<file path="config.mk">
export PLATFORM = sky130hd
export DESIGN_NAME = transport_packetizer
export DESIGN_NICKNAME = d
export VERILOG_FILES = /design/src/rtl/transport_packetizer.sv
export SDC_FILE = /design/constraint.sdc
export NUM_CORES = 1
export LEC_CHECK = 0
export BUFFER_PORTS_ARGS = -buffer_cell sky130_fd_sc_hd__buf_4
export CAP_MARGIN = 20
export CORE_MARGIN = 1.5
export CORE_UTILIZATION = 45
export CTS_CLUSTER_DIAMETER = 120
export CTS_CLUSTER_SIZE = 14
export DETAILED_ROUTE_END_ITERATION = 10
export PLACE_DENSITY_LB_ADDON = 0.2
export SLEW_MARGIN = 30
export SYNTH_ARGS = -nofsm -noshare
export SYNTH_HDL_FRONTEND = slang
export SYNTH_SLANG_ARGS = --single-unit
</file>
<file path="constraint.sdc">
create_clock -name clk -period 9.7 [get_ports clk]
set_input_delay 0.485 -clock clk [delete_from_list [all_inputs] [get_ports clk]]
set_output_delay 0.485 -clock clk [all_outputs]
set_load 0.05 [all_outputs]
</file>
<file path="src/rtl/transport_packetizer.sv">
// Transport packetizer: assembles control/audio words into fixed-length byte packets,
// queues them in a byte FIFO and streams them out over a valid/ready link.
module transport_packetizer #(
  parameter int PKT_BYTES  = 16,
  parameter int WORD_BYTES = 2,
  parameter int FIFO_PKTS  = 4
) (
  input  logic                             clk,
  input  logic                             reset,
  input  logic [7:0]                       phoneNum,
  input  logic [1:0]                       cmd,
  input  logic [8*WORD_BYTES-1:0]          data,
  input  logic                             flush,
  output logic                             busy,
  output logic [7:0]                       out_data,
  output logic                             out_valid,
  input  logic                             out_ready,
  output logic                             out_sop,
  output logic                             out_eop,
  output logic [$clog2(FIFO_PKTS+1)-1:0]   pkts_ready,
  output logic [7:0]                       drop_count
);
  localparam int DATA_W    = 8*WORD_BYTES;
  localparam int PAY_BYTES = PKT_BYTES-2;
  localparam int DEPTH     = FIFO_PKTS*PKT_BYTES;
  localparam int PW        = (DEPTH > 1) ? $clog2(DEPTH) : 1;
  localparam int UW        = $clog2(DEPTH+1);
  localparam int BW        = $clog2(PKT_BYTES);
  localparam int AW        = $clog2(PAY_BYTES+1);
  localparam int AIW       = (PAY_BYTES > 1) ? $clog2(PAY_BYTES) : 1;
  localparam int RW        = $clog2(FIFO_PKTS+1);

  if (WORD_BYTES < 1 || PKT_BYTES < 3 || FIFO_PKTS < 1 || ((PKT_BYTES-2) % WORD_BYTES) != 0) begin : gParamCheck
    $error("transport_packetizer: illegal PKT_BYTES/WORD_BYTES/FIFO_PKTS combination");
  end

  typedef enum logic [1:0] {IDLE, CTRL_WR, AU_WR, COMMIT} state_t;

  state_t             state;
  logic [BW-1:0]      byteIdx;
  logic [AW-1:0]      asmFill;
  logic [5:0]         seq;
  logic [DATA_W-1:0]  ctrlData, auWord;
  logic [7:0]         ctrlDest, auDest;
  logic [7:0]         asmBuf [PAY_BYTES];
  logic [7:0]         mem [DEPTH];
  logic [PW-1:0]      wrPtr, rdPtr;
  logic [UW-1:0]      used;
  logic [BW-1:0]      outIdx;

  logic               cmdValid, acceptCtrl, acceptAudio, wrEn, wrLast;
  logic               hs, popPkt, advance, loadNext, loadFirst;
  logic [BW-1:0]      payPos;
  logic [DATA_W-1:0]  ctrlShift;
  logic [7:0]         wrByte;

  function automatic logic [PW-1:0] nextPtr(input logic [PW-1:0] p);
    return (p == PW'(DEPTH-1)) ? '0 : p + 1'b1;
  endfunction

  // Free space counts bytes not yet handshaked, so the byte held in out_data is never overwritten.
  assign busy        = (state != IDLE) || (used > UW'(DEPTH - PKT_BYTES));
  assign cmdValid    = (cmd == 2'b01) || (cmd == 2'b10);
  assign acceptCtrl  = (state == IDLE) && (cmd == 2'b01) && !busy;
  assign acceptAudio = (state == IDLE) && (cmd == 2'b10) && !busy;
  assign wrEn        = (state == CTRL_WR) || (state == COMMIT);
  assign wrLast      = wrEn && (byteIdx == BW'(PKT_BYTES-1));

  assign hs        = out_valid && out_ready;
  assign popPkt    = hs && out_eop;
  assign advance   = !out_valid || out_ready;
  assign loadNext  = hs && !out_eop;
  assign loadFirst = advance && !loadNext &&
                     (out_valid ? (pkts_ready > RW'(1)) : (pkts_ready != '0));

  assign payPos    = byteIdx - BW'(2);
  assign ctrlShift = ctrlData << {payPos, 3'b000};

  always_comb begin
    wrByte = 8'h00;
    if (byteIdx == '0)
      wrByte = {(state == CTRL_WR) ? 2'b01 : 2'b10, seq};
    else if (byteIdx == BW'(1))
      wrByte = (state == CTRL_WR) ? ctrlDest : auDest;
    else if (state == CTRL_WR) begin
      if (payPos < BW'(WORD_BYTES)) wrByte = ctrlShift[DATA_W-1 -: 8];
    end else if (payPos < BW'(asmFill))
      wrByte = asmBuf[payPos[AIW-1:0]];
  end

  // Input FSM: command accept, audio assembly and packet writes into the FIFO
  always_ff @(posedge clk) begin
    if (reset) begin
      state   <= IDLE;
      byteIdx <= '0;
      asmFill <= '0;
      seq     <= '0;
    end else begin
      case (state)
        IDLE: begin
          byteIdx <= '0;
          if (acceptCtrl)
            state <= CTRL_WR;
          else if (acceptAudio)
            state <= AU_WR;
          else if (cmd == 2'b00 && flush && !busy && asmFill != '0)
            state <= COMMIT;
        end
        CTRL_WR, COMMIT: begin
          byteIdx <= byteIdx + 1'b1;
          if (wrLast) begin
            byteIdx <= '0;
            seq     <= seq + 1'b1;
            state   <= IDLE;
            if (state == COMMIT) asmFill <= '0;
          end
        end
        AU_WR: begin
          asmFill <= asmFill + 1'b1;
          byteIdx <= byteIdx + 1'b1;
          if (byteIdx == BW'(WORD_BYTES-1)) begin
            byteIdx <= '0;
            state   <= (asmFill == AW'(PAY_BYTES-1)) ? COMMIT : IDLE;
          end
        end
        default: state <= IDLE;
      endcase
    end
  end

  // Datapath storage: latched command words, assembly buffer and FIFO bytes
  always_ff @(posedge clk) begin
    if (acceptCtrl) begin
      ctrlData <= data;
      ctrlDest <= phoneNum;
    end
    if (acceptAudio) begin
      auWord <= data;
      if (asmFill == '0) auDest <= phoneNum;
    end else if (state == AU_WR)
      auWord <= auWord << 8;
    if (state == AU_WR) asmBuf[asmFill[AIW-1:0]] <= auWord[DATA_W-1 -: 8];
    if (wrEn) mem[wrPtr] <= wrByte;
  end

  // Output side: FIFO bookkeeping and the registered byte stream
  always_ff @(posedge clk) begin
    if (reset) begin
      wrPtr      <= '0;
      rdPtr      <= '0;
      used       <= '0;
      pkts_ready <= '0;
      drop_count <= '0;
      outIdx     <= '0;
      out_data   <= '0;
      out_valid  <= 1'b0;
      out_sop    <= 1'b0;
      out_eop    <= 1'b0;
    end else begin
      if (wrEn) wrPtr <= nextPtr(wrPtr);
      used       <= used + UW'(wrEn) - UW'(hs);
      pkts_ready <= pkts_ready + RW'(wrLast) - RW'(popPkt);
      if (cmdValid && busy && drop_count != 8'hFF) drop_count <= drop_count + 1'b1;
      if (loadNext || loadFirst) begin
        out_data  <= mem[rdPtr];
        rdPtr     <= nextPtr(rdPtr);
        out_valid <= 1'b1;
        outIdx    <= loadFirst ? '0 : outIdx + 1'b1;
        out_sop   <= loadFirst;
        out_eop   <= loadNext && (outIdx == BW'(PKT_BYTES-2));
      end else if (advance) begin
        out_valid <= 1'b0;
        out_sop   <= 1'b0;
        out_eop   <= 1'b0;
      end
    end
  end
endmodule

</file>
After elaboration in Yosys (flattened, before gate mapping)
Memory sizes are Yosys's and may differ from the RTL's. A register that Yosys moved wholly into a read port is not among the register bits.
Index checks and enable logic that the tools add are counted.
{"block": "op_classes", "addsub": 12, "n_lt_le_gt_ge": 4, "n_eq_ne": 16, "n_shift": 1, "n_mux": 34, "n_reduce_logical": 40}
{"cell": "8-bit 2-to-1 mux", "count": 6}
{"cell": "16-bit 2-to-1 mux", "count": 2}
{"cell": "4-bit 2-to-1 mux", "count": 5}
{"cell": "6-bit by 1-bit adder with 6-bit output (second input constant)", "count": 3}
{"cell": "1-bit logical AND", "count": 16}
{"cell": "16-bit by 7-bit << shifter with 16-bit output", "count": 1}
{"cell": "2-bit 2-to-1 mux", "count": 7}
{"cell": "4-bit by 1-bit adder with 4-bit output (second input constant)", "count": 3}
{"cell": "4-bit equality test (second input constant)", "count": 3}
{"cell": "6-bit equality test (second input constant)", "count": 2}
{"cell": "6-bit 2-to-1 mux", "count": 2}
{"cell": "4-bit one-hot mux with 3 select lines", "count": 1}
{"cell": "1-bit 2-to-1 mux", "count": 9}
{"cell": "8-bit by 1-bit adder with 8-bit output (second input constant)", "count": 1}
{"cell": "4-bit logical NOT", "count": 2}
{"cell": "8-bit inequality test (second input constant)", "count": 1}
{"cell": "4-bit one-hot mux with 2 select lines", "count": 1}
{"cell": "2-bit nonzero test", "count": 4}
{"cell": "7-bit by 1-bit adder with 7-bit output", "count": 1}
{"cell": "7-bit by 6-bit > comparator with 1-bit output (second input constant)", "count": 1}
{"cell": "7-bit by 1-bit subtractor with 7-bit output", "count": 1}
{"cell": "2-bit equality test (second input constant)", "count": 3}
{"cell": "2-bit inequality test (second input constant)", "count": 3}
{"cell": "2-bit one-hot mux with 3 select lines", "count": 1}
{"cell": "other kinds (17)", "count": 28}
{"block": "word_totals", "regBits": 101, "ram_bits": 624, "inputBits": 30, "out_inout_bits": 23, "word_cells": 126, "mem_count": 2}
{"name": "mem", "words": 64, "word_bits": 8, "rd": 1, "rd_ports_with_merged_regs": 1, "write_ports": 1, "line": "46", "text": "logic [7:0] mem [DEPTH];"}
{"name": "asmBuf", "words": 14, "word_bits": 8, "rd": 1, "rd_ports_with_merged_regs": 0, "write_ports": 1, "line": "45", "text": "logic [7:0] asmBuf [PAY_BYTES];"}

Logic depth before layout (Yosys ltp)
Gate-level depths: netlist of run 1.
{"block": "depth", "depth_word": 9, "depth_mapped": 12, "ltp_nobuf": 11}

Worst setup path before layout of run 1
OpenSTA, ideal clock, no wires.
{"block": "synth_path", "path_type": "register to register", "start": "reg byteIdx[1]", "end": "mem mem[0][7] (data pin)", "setup_time_ns": 0.548, "arrival_time_ns": 4.435, "t_required_ns": 9.152, "setup_slack_ns": 4.717, "stages_incl_launch_ff": 10, "path_buffers": 2, "synth_period_minus_slack_ns": 4.983, "path_cell_list": "dfxtp_1 buf_2 buf_2 inv_1 ha_1 xor2_2 ha_1 a211oi_1 a221oi_1 a21oi_1"}
{"block": "synth_via", "elab_chain_cells": 6, "word_cells_on_any_way": 12, "classes_between": "add/sub: 1; order compare: 2; eq/ne: 1; shift: 1; mux: 5; reduce/logical: 1; memory: 1"}
{"element": "start: declaration", "line": "40", "text": "logic [BW-1:0] byteIdx;"}
{"element": "start signal: assignment", "line": "110", "text": "byteIdx <= byteIdx + 1'b1;"}
{"element": "start signal: assignment", "line": "120", "text": "byteIdx <= byteIdx + 1'b1;"}
{"element": "4-bit by 2-bit subtractor with 4-bit output", "line": "76", "text": "assign payPos = byteIdx - BW'(2);"}
{"element": "16-bit by 7-bit << shifter with 16-bit output (tied with other cells)", "line": "77", "text": "assign ctrlShift = ctrlData << {payPos, 3'b000};"}
{"element": "8-bit 2-to-1 mux, on equally long branches", "line": "86, 87"}
{"element": "8-bit 2-to-1 mux", "line": "85", "text": "else if (state == CTRL_WR) begin"}
{"element": "8-bit 2-to-1 mux", "line": "83", "text": "else if (byteIdx == BW'(1))"}
{"element": "8-bit 2-to-1 mux *", "line": "81", "text": "if (byteIdx == '0)"}
{"element": "net wrByte[7]", "line": "55", "text": "logic [7:0] wrByte;"}
{"element": "end: declaration", "line": "46"}
Mark *: on every way through the listed nets, which the timed path passes. The rest lies on a longest branch.

Final worst setup path of run 1
{"block": "layout_path", "start": "reg byteIdx[1]", "end": "mem mem[49][5] (data pin)"}
The elaborated chain is that of the path after synthesis.

==> flow_metrics.env, run 1 <==
export IMPL_status="finished, final reports clean"
export IMPL_synth_cell_type_count=60
export IMPL_ys_ff_latch=733
export IMPL_ant_nets=0
export IMPL_grt_pass1_vias=15360
export IMPL_cts_made_buffers=58
export IMPL_crit_slowest_cell="a211oi_1"
export IMPL_p_leak_nw=10.17
export IMPL_hold_ws_ns=0.03358
export IMPL_ys_dominant_reg_cell="edfxtp_1"
export IMPL_syn_inst=1710
export IMPL_pin_count=53
export IMPL_hold_viol=0
export IMPL_synthTopCellsByArea="edfxtp_1 (68%), mux4_2 (8.4%), dfxtp_1 (4.1%), mux2i_1 (3.7%), nor2_1 (1.9%)"
export IMPL_timing_final_crit_share=0.4311
export IMPL_cp_arrival_ns=4.49
export IMPL_yosys_area_share_simple=0.05785
export IMPL_portBuffers=52
export IMPL_drt_iter0_drc=1603
export IMPL_worst_slew_pin_slew_ns=1.009
export IMPL_post_cts_buffers=0
export IMPL_synth_edf_count=672
export IMPL_grt_usage=0.1979
export IMPL_dp_cells=2557
export IMPL_critical_path_top_delay_family="buffers and inverters"
export IMPL_worstSetupPathType="register to register"
export IMPL_wl_per_cell_um=24.72
export IMPL_die_width_um=259.3
export IMPL_cp_start_kind="register"
export IMPL_synth_cell_area_mm2=0.02957
export IMPL_synth_seq_area_share=0.7238
export IMPL_drc_errors=0
export IMPL_die_y_um=259.3
export IMPL_ys_warn_count=0
export IMPL_fin_cells=2679
export IMPL_drv_cap=0
export IMPL_core_mm2=0.06470
export IMPL_slowest_delay_ns=0.67
export IMPL_cts_num_sinks=733
export IMPL_fmax_mhz=239.1
export IMPL_grt_max_degree=65
export IMPL_final_setup_skew_ns=0.05569
export IMPL_layout_drive_gt1_share=0.1771
export IMPL_total_power_w=0.006895
export IMPL_vdd_drop_max_mv=0.1316
export IMPL_routed_via_density=5.743
export IMPL_period_minus_slack_ns=4.182
export IMPL_end_kind="register"
export IMPL_dieArea_mm2=0.06725
export IMPL_hp_class="input port to register"
export IMPL_cts_root_buf="clkbuf_16"
export IMPL_place_gp_congestion=0.8085
export IMPL_synth_compound_area_frac=0.04134
export IMPL_insertion_delay_ns=0.65
export IMPL_path_clk_slew_ns=0.07
export IMPL_finalSetupTns_ns=0
export IMPL_synth_xor_area_frac=0.008252
export IMPL_rsz0062_at_grt="false"
export IMPL_power_switching_w=0.001711
export IMPL_worst_path_buf_inv=3
export IMPL_setup_viol=0
export IMPL_synth_mux_area_frac=0.1336
export IMPL_yosys_area_share_adder=0.01574
export IMPL_clkPwrFrac=0.321
export IMPL_hpwl_mm=41.35
export IMPL_fin_util=0.5064
export IMPL_power_frac_seq=0.570
export IMPL_p_int_w=0.005185
export IMPL_synthArstFlopShare=0
export IMPL_wl_mm=66.22
export IMPL_synth_top_family_by_area="multiplexers"
export IMPL_n_fill_cell=5348
export IMPL_combPwrFrac=0.108
export IMPL_n_antenna_cell=0
export IMPL_cts_tree="done"
export IMPL_dr_pass1_iters=6
export IMPL_cts_max_path_buffers=3
export IMPL_cp_cell_sequence="buf_4, inv_1, ha_1, xor2_2, ha_1, a211oi_1, a221oi_1, nor2_4, buf_4"
export IMPL_slew_headroom=0.3246
export IMPL_mappedNetlistNets=1776
export IMPL_via_count=15390
export IMPL_synth_area_per_cell_um2=17.29
export IMPL_htree_levels=2
export IMPL_fin_nets=1840
export IMPL_slew_viol_final=0
export IMPL_p_sw_frac=0.2481
export IMPL_grt_overflow_total=0
export IMPL_yosysTopAreaCellShare=0.6825
export IMPL_p_per_area_mw_per_mm2=210.5
export IMPL_grt_pass1_wl_mm=98.59
export IMPL_start_util=0.4570
export IMPL_cp_required_ns=10.01
export IMPL_cp_max_fo=64
export IMPL_num_rows=93
export IMPL_synth_area_leader_cell="edfxtp_1"
export IMPL_syn2layout_area_growth_pct=10.80
export IMPL_grt_antenna_before_repair=0
-- sequential cells by signal (all words and copies together) (netlist names), 4 cells and up --
name        flops
mem           512
asmBuf        112
auWord         16
ctrlData       16
auDest          8
ctrlDest        8
drop_count      8
out_data        8
used            7
rdPtr           6
seq             6
wrPtr           6
asmFill         4
byteIdx         4
outIdx          4
-- stage by stage --
step	instance area, um^2	setup WS (ns)
2_1_floorplan	29570	4.717
3_3_place_gp	30870	5.695
3_5_place_dp	30910	5.580
4_1_cts	32740	5.498
5_1_grt	32760	5.164
6_report	32760	5.518
-- Yosys cell counts (all sizes together), types with 6 or more instances --
master and count:
o22ai 11, nor2 148, mux2i 109, nand2 79, a22oi 34, or3 6, and3 14, a21oi 34
edfxtp 672, nand3b 6, a221oi 13, clkbuf 40, mux4 110, nand4 9, a22o 6, nand3 25
buf 48, xor2 18, xnor2 9, nor3 27, nand2b 8, dfxtp 61, nor4 6, ha 34
o21ai 26, mux2 34, nor2b 13, inv 28, and2 14, a211oi 16
-- cells by family (layout without fill, tap and decap cells) --
| family | count (synthesis) | count (layout) |
|---|---|---|
| xor+xnor | 27 | 27 |
| fa+ha+maj | 36 | 36 |
| mux | 253 | 253 |
| flops | 733 | 733 |
| simple gates | 368 | 368 |
| compound gates | 177 | 177 |
| buf+inv | 116 | 230 |
-- final timing paths --
check | cells past startpoint | slack, ns | to | from
hold / removal | 1 | 0.03 | ctrlData[12] | data[12]
setup reg to reg | 9 | 5.52 | mem[49][5] | byteIdx[1]
hold reg to reg | 2 | 0.49 | out_sop | out_sop
setup / recovery | 9 | 5.52 | mem[49][5] | byteIdx[1]
-- power groups by stage --
stage	Clock, W	Sequential, W	Combinational [W]
floorplan	0	0.00396	0.000465
global placement	0	0.00400	0.000727
detailed placement	0	0.00400	0.000747
CTS	0.00226	0.00394	0.000754
global route	0.00237	0.00395	0.000817
finish	0.00222	0.00393	0.000746
-- layout make-up --
cell class	instances	area [um^2]	share of cell area
flip-flops and latches	733	21410	0.6536
multi-input cells	861	7747	0.2365
clock buffers	106	1642	0.05011
well taps	855	1070	0.03265
repair buffers	92	720.7	0.02200
inverters	28	105.1	0.003208
clock inverters	4	63.81	0.001948
-- routing by layer --
layer / part of all wire / global-route usage / wire, um
met5: 0 / 0 / 0
met4: 0.021 / 0.04926 / 1388
met3: 0.072 / 0.03974 / 4789
met2: 0.46 / 0.3013 / 30210
met1: 0.45 / 0.2930 / 29840
-- layout by cell type (no fill, tap or decap), types with 6 or more instances in the layout --
cell type / synthesis / layout
a211oi_1: 16 / 16
a21oi_1: 34 / 33
a221oi_1: 13 / 13
a22o_1: 6 / 6
a22oi_1: 34 / 34
and2_1: 14 / 13
and3_1: 14 / 14
buf_4: 20 / 80
clkbuf_1: 40 / 47
clkbuf_16: 0 / 58
dfxtp_1: 61 / 57
dlygate4sd3_1: 0 / 12
edfxtp_1: 672 / 672
ha_1: 34 / 34
inv_1: 28 / 28
mux2_2: 31 / 31
mux2i_1: 109 / 109
mux4_2: 110 / 110
nand2_1: 79 / 79
nand2b_1: 8 / 8
nand3_1: 25 / 25
nand3b_1: 6 / 6
nand4_1: 9 / 9
nor2_1: 148 / 129
nor2_2: 0 / 13
nor2_4: 0 / 6
nor2b_1: 13 / 10
nor3_1: 27 / 24
o21ai_0: 21 / 21
o22ai_1: 11 / 11
or3_1: 6 / 6
xnor2_1: 9 / 9
xor2_1: 17 / 17
-- timing repair --
| action | 4_1_cts | 5_1_grt |
|---|---|---|
| resized for setup | 0 | 0 |
| hold endpoints to repair | 15 | 0 |
| hold buffers | 12 | 0 |
Note: power is estimated with default switching activity, not from simulation.
==> run 2: changes to the inputs <==
--- a/config.mk
+++ b/config.mk
@@ -5,6 +5,7 @@
 export SDC_FILE = /design/constraint.sdc
 export NUM_CORES = 1
 export LEC_CHECK = 0
+export ABC_AREA = 1
 export BUFFER_PORTS_ARGS = -buffer_cell sky130_fd_sc_hd__buf_4
 export CAP_MARGIN = 20
 export CORE_MARGIN = 1.5
==> constraint.sdc (replaced) <==
create_clock -name clk -period 3.39 [get_ports clk]
set_input_delay 0.1695 -clock clk [delete_from_list [all_inputs] [get_ports clk]]
set_output_delay 0.1695 -clock clk [all_outputs]
set_load 0.05 [all_outputs]
==> run 2 against run 1 <==
- sequential power rose to 2.8 times the previous value
- hold slack improved by 0.10 ns
- synthesized cell count rose by 78%
- wire length rose by 18%
- fmax rose by 44%
- clock power rose to 2.8 times the previous value
- highest routed layer unchanged
==> flow_metrics.env, run 2 <==
export IMPL_ys_warn_count=0
export IMPL_layout_drive_gt1_share=0.07654
export IMPL_drt_iter0_drc=1774
export IMPL_wl_mm=78.32
export IMPL_rsz0062_at_grt="false"
export IMPL_synthTopCellsByArea="edfxtp_1 (64%), nand2_1 (12%), nand3_1 (4.8%), nor2_1 (4.8%), dfxtp_1 (3.9%)"
export IMPL_p_leak_nw=13.61
export IMPL_cts_max_path_buffers=3
export IMPL_r2r_slack_ns=0.49
export IMPL_startpoint="byteIdx[2]"
export IMPL_cp_required_ns=3.71
export IMPL_cp_start_kind="register"
export IMPL_die_width_um=267.2
export IMPL_cp_arrival_ns=3.22
export IMPL_p_int_w=0.01512
export IMPL_cts_num_sinks=733
export IMPL_multi_input_area_mm2=0.008537
export IMPL_dieArea_mm2=0.07140
export IMPL_synth_edf_count=672
export IMPL_yosysMostFrequentCell="nand2_1"
export IMPL_die_y_um=267.2
export IMPL_ys_ff_latch=733
export IMPL_grt_max_degree=141
export IMPL_syn2layout_area_growth_pct=11.93
export IMPL_synth_area_leader_cell="edfxtp_1"
export IMPL_clkPwrFrac=0.294
export IMPL_period_minus_slack_ns=2.901
export IMPL_cts_resized=0
export IMPL_dr_pass1_iters=6
export IMPL_slew_headroom=0.3249
export IMPL_cp_depth=10
export IMPL_postCtsHoldBufs=27
export IMPL_routed_via_density=5.229
export IMPL_syn_inst=3045
export IMPL_fin_cells=4106
export IMPL_vdd_drop_max_mv=0.4711
export IMPL_path_clk_slew_ns=0.07
export IMPL_grt_pass1_wl_mm=120.7
export IMPL_via_count=21470
export IMPL_fin_nets=3202
export IMPL_worst_r2r_startpoint="byteIdx[2]"
export IMPL_grt_antenna_before_repair=0
export IMPL_n_antenna_cell=0
export IMPL_worstSetupPathType="register to register"
export IMPL_start_util=0.4564
export IMPL_wl_per_cell_um=19.07
export IMPL_worst_path_buf_inv=2
export IMPL_power_switching_w=0.006269
export IMPL_ff2ff_path_depth=10
export IMPL_cts_root_buf="clkbuf_16"
export IMPL_worst_slew_pin_slew_ns=1.009
export IMPL_synth_area_per_cell_um2=10.32
export IMPL_synth_cell_area_mm2=0.03141
export IMPL_hold_viol=0
export IMPL_cts_made_buffers=58
export IMPL_synthTopCellsByCount="nand2_1 (973), edfxtp_1 (672), nor2_1 (399), nand3_1 (302), inv_1 (219)"
export IMPL_grt_usage=0.2219
export IMPL_slew_viol_final=0
export IMPL_most_common_layout_cells="nand2_1 (972), edfxtp_1 (672), nor2_1 (397)"
export IMPL_portBuffers=52
export IMPL_combPwrFrac=0.183
export IMPL_r2r_end="mem[16][7]"
export IMPL_critical_path_top_delay_family="buffers and inverters"
export IMPL_p_per_area_mw_per_mm2=608.4
export IMPL_drc_errors=0
export IMPL_num_rows=96
export IMPL_crit_slowest_cell="buf_4"
export IMPL_core_mm2=0.06883
export IMPL_cp_cell_sequence="inv_1, ha_1, xor2_2, ha_1, a21oi_2, nand3_1, nand3_1, nand2_1, nand2_2, buf_4"
export IMPL_grt_overflow_total=0
export IMPL_synthArstFlopShare=0
export IMPL_ant_nets=0
export IMPL_n_fill_cell=6005
export IMPL_place_gp_congestion=0.8538
export IMPL_dp_cells=3980
export IMPL_drv_cap=0
export IMPL_largest_reg_flops=512
export IMPL_htree_levels=2
export IMPL_insertion_delay_ns=0.64
export IMPL_power_frac_seq=0.523
export IMPL_synth_cell_type_count=44
export IMPL_slowest_delay_ns=0.58
export IMPL_regArea_mm2=0.02141
export IMPL_grt_pass1_vias=20730
export IMPL_pin_count=53
export IMPL_end_kind="register"
export IMPL_p_sw_frac=0.2931
export IMPL_timing_final_crit_share=0.8556
export IMPL_status="finished, final reports clean"
export IMPL_final_common_cell="nand2_1"
export IMPL_finalSetupTns_ns=0
export IMPL_final_setup_skew_ns=0.04778
export IMPL_ys_dominant_reg_cell="edfxtp_1"
export IMPL_crit_path_end="mem[16][7]"
export IMPL_mappedNetlistNets=3111
export IMPL_cts_tree="done"
export IMPL_fmax_mhz=344.8
export IMPL_setup_viol=0
export IMPL_hp_class="input port to register"
export IMPL_hpwl_mm=47.55
export IMPL_cp_max_fo=64
export IMPL_post_cts_buffers=0
export IMPL_yosysTopAreaCellShare=0.6424
export IMPL_synth_seq_area_share=0.6813
export IMPL_max_flop_register="mem"
==> run 2: changes by cell type after synthesis, moves of 22 or more <==
cell     change
mux2_2      -31
mux2i_1    -109
a21oi_1     +22
a22oi_1     -34
mux4_2     -110
nor2_1     +251
o21ai_0     +77
buf_2       +42
inv_1      +191
nand2_1    +894
nand3_1    +277
==> run 2: cell families (layout without fill, tap and decap cells) <==
family                   count (synthesis)  count (layout)  share of synthesized area
AO/OA/AOI/OAI                          182             182                    0.03007
XOR/XNOR                                 8               8                   0.002470
adder cells (fa/ha/maj)                 36              36                    0.01482
buffers and inverters                  366             496                    0.04987
flip-flops                             733             733                     0.6813
AND/OR/NAND/NOR                       1720            1720                     0.2215
==> run 2: worst min-delay path by stage <==
stage                           start     endpoint  slack (ns)  cells past startpoint
after CTS                       flush     state[1]        0.10                      7
final                           flush     state[1]        0.13                      7
after floorplan                 reset   byteIdx[2]        0.26                      1
after global placement    phoneNum[1]    auDest[1]        0.36                      1
after detailed placement  phoneNum[0]  ctrlDest[0]        0.36                      1
after global routing           cmd[0]  ctrlDest[7]        0.14                      4
==> run 2: final cells by class <==
| class | count | share of cell area |
|---|---|---|
| multi-input combinational | 1946 | 0.2428 |
| clock inverter | 3 | 0.001423 |
| tap | 931 | 0.03313 |
| clock buffer | 96 | 0.04534 |
| timing repair buffer | 167 | 0.04363 |
| sequential | 733 | 0.6089 |
| inverter | 230 | 0.02473 |
==> run 2: layer usage <==
metal	global-route usage	wire, um
met5	0	0
met3	0.03448	5249
met1	0.3105	34430
met2	0.3579	36590
met4	0.06649	2050
==> run 2: power groups by stage <==
stage,sequential (W),clock (W),combinational [W]
floorplan,0.0113,0,0.00240
global placement,0.0114,0,0.00381
detailed placement,0.0114,0,0.00389
global route,0.0112,0.00674,0.00434
finish,0.0112,0.00630,0.00391
CTS,0.0112,0.00640,0.00392
==> run 2: worst register-to-register path, delay by kind of cell, from the launching register on <==
| kind | cells | cell delay [ns] |
|---|---|---|
| adder cells (fa/ha/maj) | 2 | 0.52 |
| flip-flops | 1 | 0.40 |
| AND/OR/NAND/NOR | 4 | 0.34 |
| AO/OA/AOI/OAI | 1 | 0.29 |
| XOR/XNOR | 1 | 0.29 |
| buffers and inverters | 2 | 0.68 |
==> run 2: stage by stage <==
stage | setup WS [ns] | power [W] | cell area, um^2 | util | hold slack (ns)
floorplan | 0.02111 | 0.01372 | 31500 | - | 0.2579
global placement | 0.5819 | 0.01519 | 33240 | 0.4829 | 0.3577
detailed placement | 0.5389 | 0.01528 | 33240 | 0.4830 | 0.3588
CTS | 0.4915 | 0.02152 | 35160 | 0.5108 | 0.1049
global route | 0.2082 | 0.02230 | 35160 | 0.5108 | 0.1426
finish | 0.4894 | 0.02139 | 35160 | 0.5108 | 0.1333
